$ cat src/rtl/led_mode_sequencer.sv
// 6-LED pattern sequencer with debounced mode/speed buttons and a speed-scaled step prescaler.
// Optional build macro LED_SEQ_PAUSE_EN: pressing both buttons toggles a pause that freezes the display.
module led_mode_sequencer #(
    parameter int unsigned STEP_CYCLES_BASE = 4500000,
    parameter int unsigned DEBOUNCE_CYCLES  = 270000
) (
    input  logic       clk,
    input  logic       reset,
    input  logic       btn_mode_n,
    input  logic       btn_speed_n,
    output logic [5:0] leds,
    output logic [1:0] mode,
    output logic [1:0] speed
);
    localparam int DW = $clog2(DEBOUNCE_CYCLES + 1);

    typedef enum logic [1:0] {RUN = 2'd0, BOUNCE = 2'd1, FILL = 2'd2, BLINK = 2'd3} mode_t;

    mode_t       mode_q;
    logic [2:0]  pos;
    logic        dir_up;
    logic [2:0]  k;
    logic        phase;
    logic [31:0] presc;
    logic [31:0] period;
    logic        tick;
    logic        paused;
    logic        act_mode;
    logic        act_speed;

    // Bit 0 = mode button, bit 1 = speed button; levels kept in raw polarity (1 = released)
    logic [1:0]    raw;
    logic [1:0]    sync_p0;
    logic [1:0]    sync_p1;
    logic [1:0]    accepted;
    logic [1:0]    accepted_last;
    logic [1:0]    fall;
    logic [1:0]    press;
    logic [DW-1:0] db_cnt [2];

    assign raw  = {btn_speed_n, btn_mode_n};
    assign fall = accepted_last & ~accepted;
    assign mode = mode_q;

    always_ff @(posedge clk) begin
        if (reset) begin
            sync_p0       <= 2'b11;
            sync_p1       <= 2'b11;
            accepted      <= 2'b11;
            accepted_last <= 2'b11;
            for (int i = 0; i < 2; i++) db_cnt[i] <= '0;
        end else begin
            sync_p0       <= raw;
            sync_p1       <= sync_p0;
            accepted_last <= accepted;
            for (int i = 0; i < 2; i++) begin
                if (sync_p1[i] == accepted[i]) begin
                    db_cnt[i] <= '0;
                end else if (db_cnt[i] == DW'(DEBOUNCE_CYCLES)) begin
                    accepted[i] <= sync_p1[i];
                    db_cnt[i]   <= '0;
                end else begin
                    db_cnt[i] <= db_cnt[i] + DW'(1);
                end
            end
        end
    end

`ifdef LED_SEQ_PAUSE_EN
    // A button newly accepted as pressed while the other is already held forms a chord
    logic [1:0] chord;
    assign chord = fall & {~accepted_last[0], ~accepted_last[1]};

    always_ff @(posedge clk) begin
        if (reset) begin
            paused <= 1'b0;
            press  <= 2'b00;
        end else begin
            if (|chord) paused <= ~paused;
            press <= fall & ~chord;
        end
    end
`else
    assign paused = 1'b0;

    always_ff @(posedge clk) begin
        if (reset) press <= 2'b00;
        else       press <= fall;
    end
`endif

    assign act_mode  = press[0] & ~paused;
    assign act_speed = press[1] & ~paused;
    assign period    = 32'(STEP_CYCLES_BASE) << speed;
    assign tick      = (presc == period - 32'd1) && !paused;

    always_ff @(posedge clk) begin
        if (reset) begin
            mode_q <= RUN;
            speed  <= 2'd0;
            presc  <= '0;
            pos    <= 3'd0;
            dir_up <= 1'b1;
            k      <= 3'd0;
            phase  <= 1'b0;
        end else begin
            if (act_mode || act_speed || tick) presc <= '0;
            else if (!paused)                  presc <= presc + 32'd1;

            if (act_speed) speed <= speed + 2'd1;

            // A mode change restarts the pattern and swallows any tick in the same cycle
            if (act_mode) begin
                mode_q <= mode_t'(mode_q + 2'd1);
                pos    <= 3'd0;
                dir_up <= 1'b1;
                k      <= 3'd0;
                phase  <= 1'b0;
            end else if (tick) begin
                case (mode_q)
                    RUN:    pos <= (pos == 3'd5) ? 3'd0 : pos + 3'd1;
                    BOUNCE: begin
                        if (dir_up) begin
                            if (pos == 3'd5) begin
                                pos    <= 3'd4;
                                dir_up <= 1'b0;
                            end else begin
                                pos <= pos + 3'd1;
                            end
                        end else begin
                            if (pos == 3'd0) begin
                                pos    <= 3'd1;
                                dir_up <= 1'b1;
                            end else begin
                                pos <= pos - 3'd1;
                            end
                        end
                    end
                    FILL:   k <= (k == 3'd6) ? 3'd0 : k + 3'd1;
                    BLINK:  phase <= ~phase;
                    default: ;
                endcase
            end
        end
    end

    always_comb begin
        logic [5:0] pattern;
        pattern = 6'b000000;
        case (mode_q)
            RUN, BOUNCE: pattern = 6'd1 << pos;
            FILL:        pattern = 6'((7'd1 << k) - 7'd1);
            BLINK:       pattern = phase ? 6'b000000 : 6'b111111;
            default:     pattern = 6'b000000;
        endcase
        leds = ~pattern;
    end
endmodule

$ cat config.mk
export PLATFORM = sky130hd
export DESIGN_NAME = led_mode_sequencer
export DESIGN_NICKNAME = d
export VERILOG_FILES = /design/src/rtl/led_mode_sequencer.sv
export SDC_FILE = /design/constraint.sdc
export NUM_CORES = 1
export LEC_CHECK = 0
export CAP_MARGIN = 20
export CORE_UTILIZATION = 30
export CTS_CLUSTER_DIAMETER = 50
export DETAILED_ROUTE_END_ITERATION = 12
export PLACE_DENSITY_LB_ADDON = 0.2
export SLEW_MARGIN = 0
export SYNTH_ARGS = -nofsm -noshare
export SYNTH_HDL_FRONTEND = slang
export SYNTH_SLANG_ARGS = --single-unit
$ cat constraint.sdc
create_clock -name clk -period 3.1 [get_ports clk]
set_clock_uncertainty 0.2 [all_clocks]
set_input_delay 0.62 -clock clk [delete_from_list [all_inputs] [get_ports clk]]
set_output_delay 0.62 -clock clk [all_outputs]
set_load 0.01 [all_outputs]
==> key figures, run 1 <==
Synthesis
  • Leading cell type by number of instances after synthesis: nor2_1
  • Post-synth EDFFs: 38
  • Synth warnings: 0
  • Synthesized area per cell: 9.257 um^2
  • Netlist cell types: 52
  • #FFs+latches synth: 92
  • Post-synthesis sequential area ratio: 0.4470
  • Area of the mapped netlist: 0.004971 mm^2
  • Dominant cells by area after synthesis: edfxtp_1 23%, dfxtp_1 22%, nor2_1 8.2%
  • Area leader, netlist: edfxtp_1
  • Post-synth ARST share: 0
  • Commonest cells in the netlist: 108 x nor2_1, 54 x dfxtp_1, 41 x xor2_1, 38 x edfxtp_1, 34 x xnor2_1
  • Gate Count Post-Synth: 537
  • Ys flop type: dfxtp_1
  • Synth top area share: 0.2295

Global route
  • GR Util met2: 0.1917
  • First-pass GRT wire length: 16,850 um
  • Met3 usage: 0.04153
  • Vias in the first global route: 3,536
  • Final global-route overflow total: 0
  • Busiest grt layer: met2
  • Overall Global Routing Usage: 0.1260
  • Largest net degree at the start of global routing: 32
  • Met1 usage: 0.1688
  • Initial antenna violation count: 0

Die
  • Starting Density: 0.3096
  • Die width: 130.7 um
  • IO Pins: 14
  • Full die area: 0.01709 mm^2
  • Core Footprint: 0.01606 mm^2
  • Row cnt: 46
  • Die Height: 130.7 um

Placed design
  • IO buf count: 13
  • Detailed placement HPWL: 6899 um
  • Final Wtd Congestion: 0.7758
  • Dpl cells: 801

Critical path
  • WP data arrival: 2.17 ns
  • Critical path type: reg -> out
  • CP startpoint kind: register
  • Worst r2r path cells: 10
  • WP data required: 2.28 ns
  • CP Max Fanout: 7
  • Type of element capturing the critical path: primary output

STA
  • Slew Limit Fails: 0
  • Least-Margin Pin Slew: 0.6086 ns
  • Final hold vios: 0
  • Unrepaired setup endpoints after global routing: true
  • F_max: 334.8 MHz
  • Final min period: 2.987 ns
  • Final setup vio count: 0
  • Final period utilization: 0.9635
  • Slew margin rel.: 0.5911

Drt
  • DRT iter0 DRCs: 196
  • # DRC: 0
  • Wire per inst: 11.64 um
  • DRT Pass-1 Iters: 4
  • Post-Route WL: 9507 um
  • Vias: 3,687
  • Via-to-Cell Ratio: 4.513
  • Post-route ant nets: 0

Final layout
  • Share of layout cells above drive strength 1: 0.09983
  • # nets final: 623
  • Final Non-Filler Cells: 817
  • # diodes: 0
  • # fillers: 1,648
  • Area grow syn2layout: 19.38%

Clock tree
  • Clk root buf: clkbuf_16
  • Inserted Clock Buffers: 9
  • CTS tree: built
  • CTS max path bufs: 2
  • H-tree levels: 3
  • Clock Sinks: 92
  • Worst-Skew Late Latency: 0.35 ns
  • Number of setup buffers added after CTS: 0
  • Clk slew on worst S/H paths: 0.06 ns
  • Hold_buf cts: 0

Pwr
  • Total power: 2.653 mW
  • Logic pwr share: 0.029
  • Clk pwr share: 0.475
  • Pwr dens: 447.1 mW/mm^2
  • Sw Pwr: 0.5260 mW
  • VDD IR-drop max: 0.2624 mV
  • Sw Ratio: 0.1983
  • Internal power: 2.127 mW
  • LEAKAGE: 2.149 nW
  • Seq pwr share: 0.496

Run status
  • Status: complete, no violations

Min path
  • Worst hold path cell count: 2
  • Hold WC Path Type: reg -> reg

Job
  • Max-cap violations: 0
-- state kept, by name (all words and copies together), names as in the netlist --
name           cells
db_cnt            38
presc             32
k                  3
pos                3
accepted           2
accepted_last      2
mode               2
press              2
speed              2
sync_p0            2
sync_p1            2
dir_up             1
phase              1
-- routing by layer --
| metal | wire length [um] | share of wire |
|---|---|---|
| met3 | 272 | 0.029 |
| met5 | 0 | 0 |
| met4 | 97 | 0.010 |
| met2 | 4210 | 0.44 |
| met1 | 4926 | 0.52 |
-- power by group through the flow --
stage                     Combinational [mW]  Sequential, mW  Clock, mW
after floorplan                       0.0542            1.33          0
after global placement                0.0779            1.34          0
after detailed placement              0.0770            1.34          0
after CTS                             0.0778            1.31       1.32
after global routing                  0.0896            1.32       1.36
final                                 0.0773            1.31       1.26
-- final timing paths --
kind / start / endpoint / slack [ns]
setup / recovery: k[1] / leds[2] / 0.11
hold / removal: accepted_last[0] / press[0] / 0.21
setup reg to reg: speed[0] / k[1] / 0.13
hold reg to reg: accepted_last[0] / press[0] / 0.21
-- cell type report --
type	count	area, um^2	share of cell area
timing repair buffer	29	255.2	0.04301
clock inverter	5	98.84	0.01666
multi-input combinational	440	2751	0.4636
inverter	24	90.09	0.01518
sequential	92	2226	0.3751
clock buffer	11	242.7	0.04090
tap	216	270.3	0.04554
-- placed cells by master, fill, tap and decap left out, drive strengths merged, types with 4 or more instances in the layout --
cell / netlist / final
or2: 8 / 8
a221oi: 5 / 5
and3: 11 / 11
clkbuf: 14 / 11
ha: 23 / 23
a21oi: 5 / 5
nor2: 108 / 108
o21a: 5 / 5
inv: 24 / 24
conb: 1 / 38
nor3: 7 / 7
nor2b: 8 / 8
xor2: 41 / 41
or3: 6 / 6
nand2: 32 / 32
and4: 7 / 7
mux2i: 4 / 4
nand4: 15 / 15
dfxtp: 54 / 54
nand3: 22 / 22
o21ai: 8 / 8
xnor2: 34 / 34
nor4: 10 / 10
or4b: 6 / 6
buf: 4 / 17
clkdlybuf4s50: 0 / 10
edfxtp: 38 / 38
-- timing repair --
action / CTS / global route
endpoints found under the hold margin: 0 / 0
pin swaps: 0 / 3
gates resized for setup: 6 / 15
setup endpoints to repair: 3 / 41
-- cell families after synthesis --
family | Yosys count | share of synthesized area
mux | 5 | 0.01032
flops | 92 | 0.4470
simple gates | 260 | 0.2633
compound gates | 39 | 0.05513
xor+xnor | 75 | 0.1321
fa+ha+maj | 23 | 0.05789
other cells | 1 | 0.0007544
buf+inv | 42 | 0.03348
-- critical path, stage by stage (launching register included) --
cell and delay, ns:
dfxtp_2 0.35, or3_1 0.39, ha_1 0.23, xnor2_1 0.15, a21oi_1 0.15, clkdlybuf4s50_1 0.55
-- stage by stage --
step           TNS [ns]  worst slack [ns]  hold slack, ns    util  area, um^2
2_1_floorplan         0            0.1119          0.1895       -        5110
3_3_place_gp          0           0.08397          0.1949  0.3467        5567
3_5_place_dp          0           0.02367          0.1944  0.3467        5567
4_1_cts               0         0.0009563          0.2163  0.3679        5908
5_1_grt        -0.04237          -0.04237          0.2301  0.3696        5934
6_report              0            0.1132          0.2112  0.3696        5934
No activity file was read; power rests on OpenSTA's default activity.
==> run 2: changes to the inputs <==
- CORE_MARGIN: not set -> 5
==> key figures, run 2 (synthesized netlist as in run 1, its figures left out) <==
Critical path
  • Critical Path Max Stage Delay: 0.54 ns
  • CP Buf/Inv Count: 2
  • WP data arrival: 3.05 ns
  • Cells along the critical path: buf_4, ha_1, and4_1, o21ai_0, or4b_4, or3_4, buf_4, or3_1, a21oi_1
  • WP data required: 3.18 ns
  • FF-to-FF setup slack: 0.13 ns
  • Critical Path Most Common Cell: buf_4
  • CP startpoint kind: register
  • CP Max Fanout: 8
  • CP top delay family: simple AND/OR/NAND/NOR gates
  • CP max stage cell: or4b_4
  • Type of element capturing the critical path: register
  • Critical path type: reg -> reg

Final layout
  • Biggest regs: db_cnt: 38 flops, presc: 32 flops
  • # nets final: 625
  • # diodes: 0
  • Largest Register: db_cnt
  • Commonest non-fill, non-tap cell in the layout: nor2_1
  • Most frequent cells in the layout: 107 x nor2_1, 52 x dfxtp_1, 41 x xor2_1
  • Final Non-Filler Cells: 823
  • Area grow syn2layout: 19.26%
  • # fillers: 1,663
  • Share of layout cells above drive strength 1: 0.1012
  • Largest register FFs: 38

Global route
  • Largest net degree at the start of global routing: 20
  • Initial antenna violation count: 0
  • Vias in the first global route: 3,523
  • First-pass GRT wire length: 16,400 um
  • Final global-route overflow total: 0
  • Overall Global Routing Usage: 0.1018

Die
  • Core Footprint: 0.01641 mm^2
  • IO Pins: 14
  • Die Height: 138.7 um
  • Starting Density: 0.3030
  • Row cnt: 47
  • Full die area: 0.01924 mm^2
  • Die width: 138.7 um

Drt
  • Post-route ant nets: 0
  • Vias: 3,724
  • Via-to-Cell Ratio: 4.525
  • Wire per inst: 11.61 um
  • # DRC: 0
  • DRT Pass-1 Iters: 4
  • Post-Route WL: 9558 um
  • DRT iter0 DRCs: 132

STA
  • Least-Margin Pin Slew: 0.7982 ns
  • Final setup vio count: 0
  • Unrepaired setup endpoints after global routing: false
  • Setup TNS: 0 ns
  • Slew Limit Fails: 0
  • F_max: 336.2 MHz
  • Slew margin rel.: 0.4630
  • Final min period: 2.974 ns
  • Final hold vios: 0
  • Final period utilization: 0.9594

Min path
  • Hold WC Path Type: reg -> reg

Placed design
  • Dpl cells: 807
  • Final Wtd Congestion: 0.8337
  • IO buf count: 13
  • Detailed placement HPWL: 7150 um

Clock tree
  • CTS max path bufs: 2
  • Clk slew on worst S/H paths: 0.06 ns
  • CTS tree: built
  • Worst-Skew Late Latency: 0.35 ns
  • Hold_buf cts: 0
  • Clock Sinks: 92
  • Clk root buf: clkbuf_16
  • Inserted Clock Buffers: 9
  • H-tree levels: 3

Pwr
  • Pwr dens: 434.8 mW/mm^2
  • LEAKAGE: 2.152 nW
  • VDD IR-drop max: 0.2425 mV

Job
  • Max-cap violations: 0

Run status
  • Status: complete, no violations
[run 2: layout make-up]
class / count / area, um^2 / share of cell area
Timing Repair Buffer: 31 / 257.7 / 0.04348
Clock inverter: 4 / 73.82 / 0.01245
Clock buffer: 12 / 246.5 / 0.04158
Multi-Input combinational cell: 440 / 2760 / 0.4656
Inverter: 24 / 90.09 / 0.01520
Tap cell: 220 / 275.3 / 0.04643
Sequential cell: 92 / 2225 / 0.3753
[run 2: power breakdown]
group          leakage, nW  internal (mW)  switching [mW]  total [mW]
logic                 1.17         0.0333          0.0437      0.0770
registers            0.830           1.29          0.0279        1.31
clock network        0.157          0.731           0.455        1.19
total                 2.15           2.05           0.526        2.58
[run 2: what timing repair did]
item / 4_1_cts / 5_1_grt
gates resized for setup: 7 / 14
hold endpoints to repair: 0 / 0
pin swaps: 0 / 3
endpoints found under the setup margin: 3 / 41
buffers inserted: 0 / 0
[run 2: worst register-to-register path, stage by stage (launching register included)]
cell	delay [ns]
dfxtp_1	0.33
buf_4	0.15
ha_1	0.30
and4_1	0.23
o21ai_0	0.10
or4b_4	0.54
or3_4	0.44
buf_4	0.18
or3_1	0.31
a21oi_1	0.14
[run 2: routing by layer]
layer	global-route usage	up-vias	wire length, um
met2	0.1593	30	4265
met4	0.03913	0	170
met3	0.03103	15	308
met5	0	-	0
li1	-	1934	-
met1	0.1325	1745	4813
[run 2: metrics by stage]
step	setup WS, ns	util	hold slack [ns]	power, mW	cell area [um^2]
CTS	0.0001481	0.3593	0.2104	2.624	5894
detailed placement	0.03729	0.3397	0.1956	1.419	5574
finish	0.1258	0.3613	0.2077	2.577	5928
floorplan	0.1119	-	0.1895	1.389	5110
global route	0.004028	0.3613	0.2272	2.689	5928
global placement	0.09551	0.3397	0.1933	1.417	5574
[run 2: final timing paths]
kind,endpoint,startpoint,cells past startpoint
max,phase,speed[1],9
min,press[1],accepted_last[1],2
min reg2reg,press[1],accepted_last[1],2
max reg2reg,phase,speed[1],9
==> run 3: changes to the inputs <==
- SKIP_CTS_REPAIR_TIMING: not set -> 1
- clock period: 3.1 -> 3.3 ns (I/O delays scaled with it)
==> key figures, run 3 (synthesized netlist as in run 1, its figures left out) <==
STA
  • Final hold vios: 0
  • Final setup vio count: 0
  • F_max: 318.0 MHz
  • Least-Margin Pin Slew: 0.8223 ns
  • Final worst slack: 0.1549 ns
  • Slew margin rel.: 0.4467
  • Hold_ws: 0.2077 ns
  • Final period utilization: 0.9531
  • Final min period: 3.145 ns
  • Slew Limit Fails: 0

Drt
  • Vias: 3,691
  • Wire per inst: 11.53 um
  • # DRC: 0
  • Post-Route WL: 9386 um
  • DRT Pass-1 Iters: 4
  • Via-to-Cell Ratio: 4.534
  • Post-route ant nets: 0
  • DRT iter0 DRCs: 146

Pwr
  • VDD IR-drop max: 0.2487 mV
  • Sw Pwr: 0.5141 mW
  • Clk pwr share: 0.444
  • LEAKAGE: 2.101 nW
  • Sw Ratio: 0.2194
  • Seq pwr share: 0.527
  • Internal power: 1.829 mW
  • Logic pwr share: 0.030
  • Total power: 2.343 mW
  • Pwr dens: 401.8 mW/mm^2

Global route
  • Largest net degree at the start of global routing: 20
  • Initial antenna violation count: 0
  • Vias in the first global route: 3,481
  • Final global-route overflow total: 0
  • First-pass GRT wire length: 16,610 um
  • Overall Global Routing Usage: 0.1027

Final layout
  • Commonest non-fill, non-tap cell in the layout: nor2_1
  • Final Non-Filler Cells: 814
  • Register Area: 0.002225 mm^2
  • Final Cell Area: 0.005832 mm^2
  • Biggest regs: db_cnt: 38 flops, presc: 32 flops
  • Share of layout cells above drive strength 1: 0.07407
  • Largest Register: db_cnt
  • # fillers: 1,675
  • # nets final: 616
  • Multi-input combinational cell area: 0.002740 mm^2
  • Most frequent cells in the layout: 108 x nor2_1, 52 x dfxtp_1, 41 x xor2_1
  • # diodes: 0
  • Largest register FFs: 38
  • Area grow syn2layout: 17.32%

Placed design
  • IO buf count: 13
  • DP Area: 0.005507 mm^2
  • Dpl cells: 798
  • Final Wtd Congestion: 0.8200
  • Detailed placement HPWL: 7000 um
  • DP Worst Slack: 0.1117 ns

Critical path
  • WP data arrival: 2.29 ns
  • WP data required: 2.44 ns
  • Critical path type: reg -> out
  • Worst r2r path cells: 10
  • CP Max Fanout: 10
  • Type of element capturing the critical path: primary output
  • CP startpoint kind: register

Clock tree
  • Clk slew on worst S/H paths: 0.06 ns
  • CTS tree: built
  • Clk root buf: clkbuf_16
  • Inserted Clock Buffers: 9
  • Worst-Skew Late Latency: 0.35 ns
  • CTS max path bufs: 2
  • Clock Sinks: 92
  • H-tree levels: 3

Run status
  • Status: complete, no violations

Die
  • Die Height: 138.7 um
  • Core Footprint: 0.01641 mm^2
  • Die width: 138.7 um
  • IO Pins: 14
  • Row cnt: 47
  • Starting Density: 0.3030
  • Full die area: 0.01924 mm^2

Job
  • Max-cap violations: 0

Min path
  • Worst hold path cell count: 2
  • Hold WC Path Type: reg -> reg
==> run 3: cell count changes in the layout (fill, tap and decap cells not counted), moves of 2 or more <==
| cell | change |
|---|---|
| ha_1 | +2 |
| buf_4 | -9 |
| ha_2 | -3 |
| clkbuf_1 | -2 |
| dlymetal6s2s_1 | +2 |
| clkinv_4 | +2 |
| dlygate4sd2_1 | -2 |
==> run 3: worst max-delay path, stage by stage, from the launching register on <==
cell,delay [ns]
dfxtp_2,0.37
or3_1,0.39
ha_1,0.28
inv_1,0.04
a221oi_1,0.28
clkdlybuf4s50_1,0.59
==> run 3: final cells by class <==
class,count,share of cell area
Clock inverter,7,0.01266
Sequential cell,92,0.3815
Multi-Input combinational cell,440,0.4699
Inverter,24,0.01545
Clock buffer,9,0.03862
Timing Repair Buffer,22,0.03476
Tap cell,220,0.04720
==> run 3: worst paths after layout <==
path / from / endpoint / slack [ns]
hold reg to reg: accepted_last[0] / press[0] / 0.21
setup / recovery: k[1] / leds[1] / 0.15
setup reg to reg: speed[1] / k[1] / 0.21
hold / removal: accepted_last[0] / press[0] / 0.21
==> run 3: power groups by stage <==
stage	registers, mW	clock network [mW]	logic (mW)
4_1_cts	1.23	1.10	0.0695
6_report	1.23	1.04	0.0693
2_1_floorplan	1.25	0	0.0510
3_3_place_gp	1.26	0	0.0693
3_5_place_dp	1.26	0	0.0687
5_1_grt	1.24	1.13	0.0807
==> run 3: through the flow <==
| stage | setup TNS (ns) | utilization |
|---|---|---|
| 2_1_floorplan | 0 | - |
| 4_1_cts | -0.2818 | 0.3538 |
| 6_report | 0 | 0.3554 |
| 3_3_place_gp | 0 | 0.3356 |
| 5_1_grt | -0.002348 | 0.3554 |
| 3_5_place_dp | 0 | 0.3356 |
==> run 3: metal layers <==
layer / share of wire / track usage / vias to the layer above
met5: 0 / 0 / -
met4: 0.017 / 0.03399 / 0
met3: 0.029 / 0.02966 / 14
met2: 0.46 / 0.1655 / 32
met1: 0.49 / 0.1330 / 1724
li1: - / - / 1921
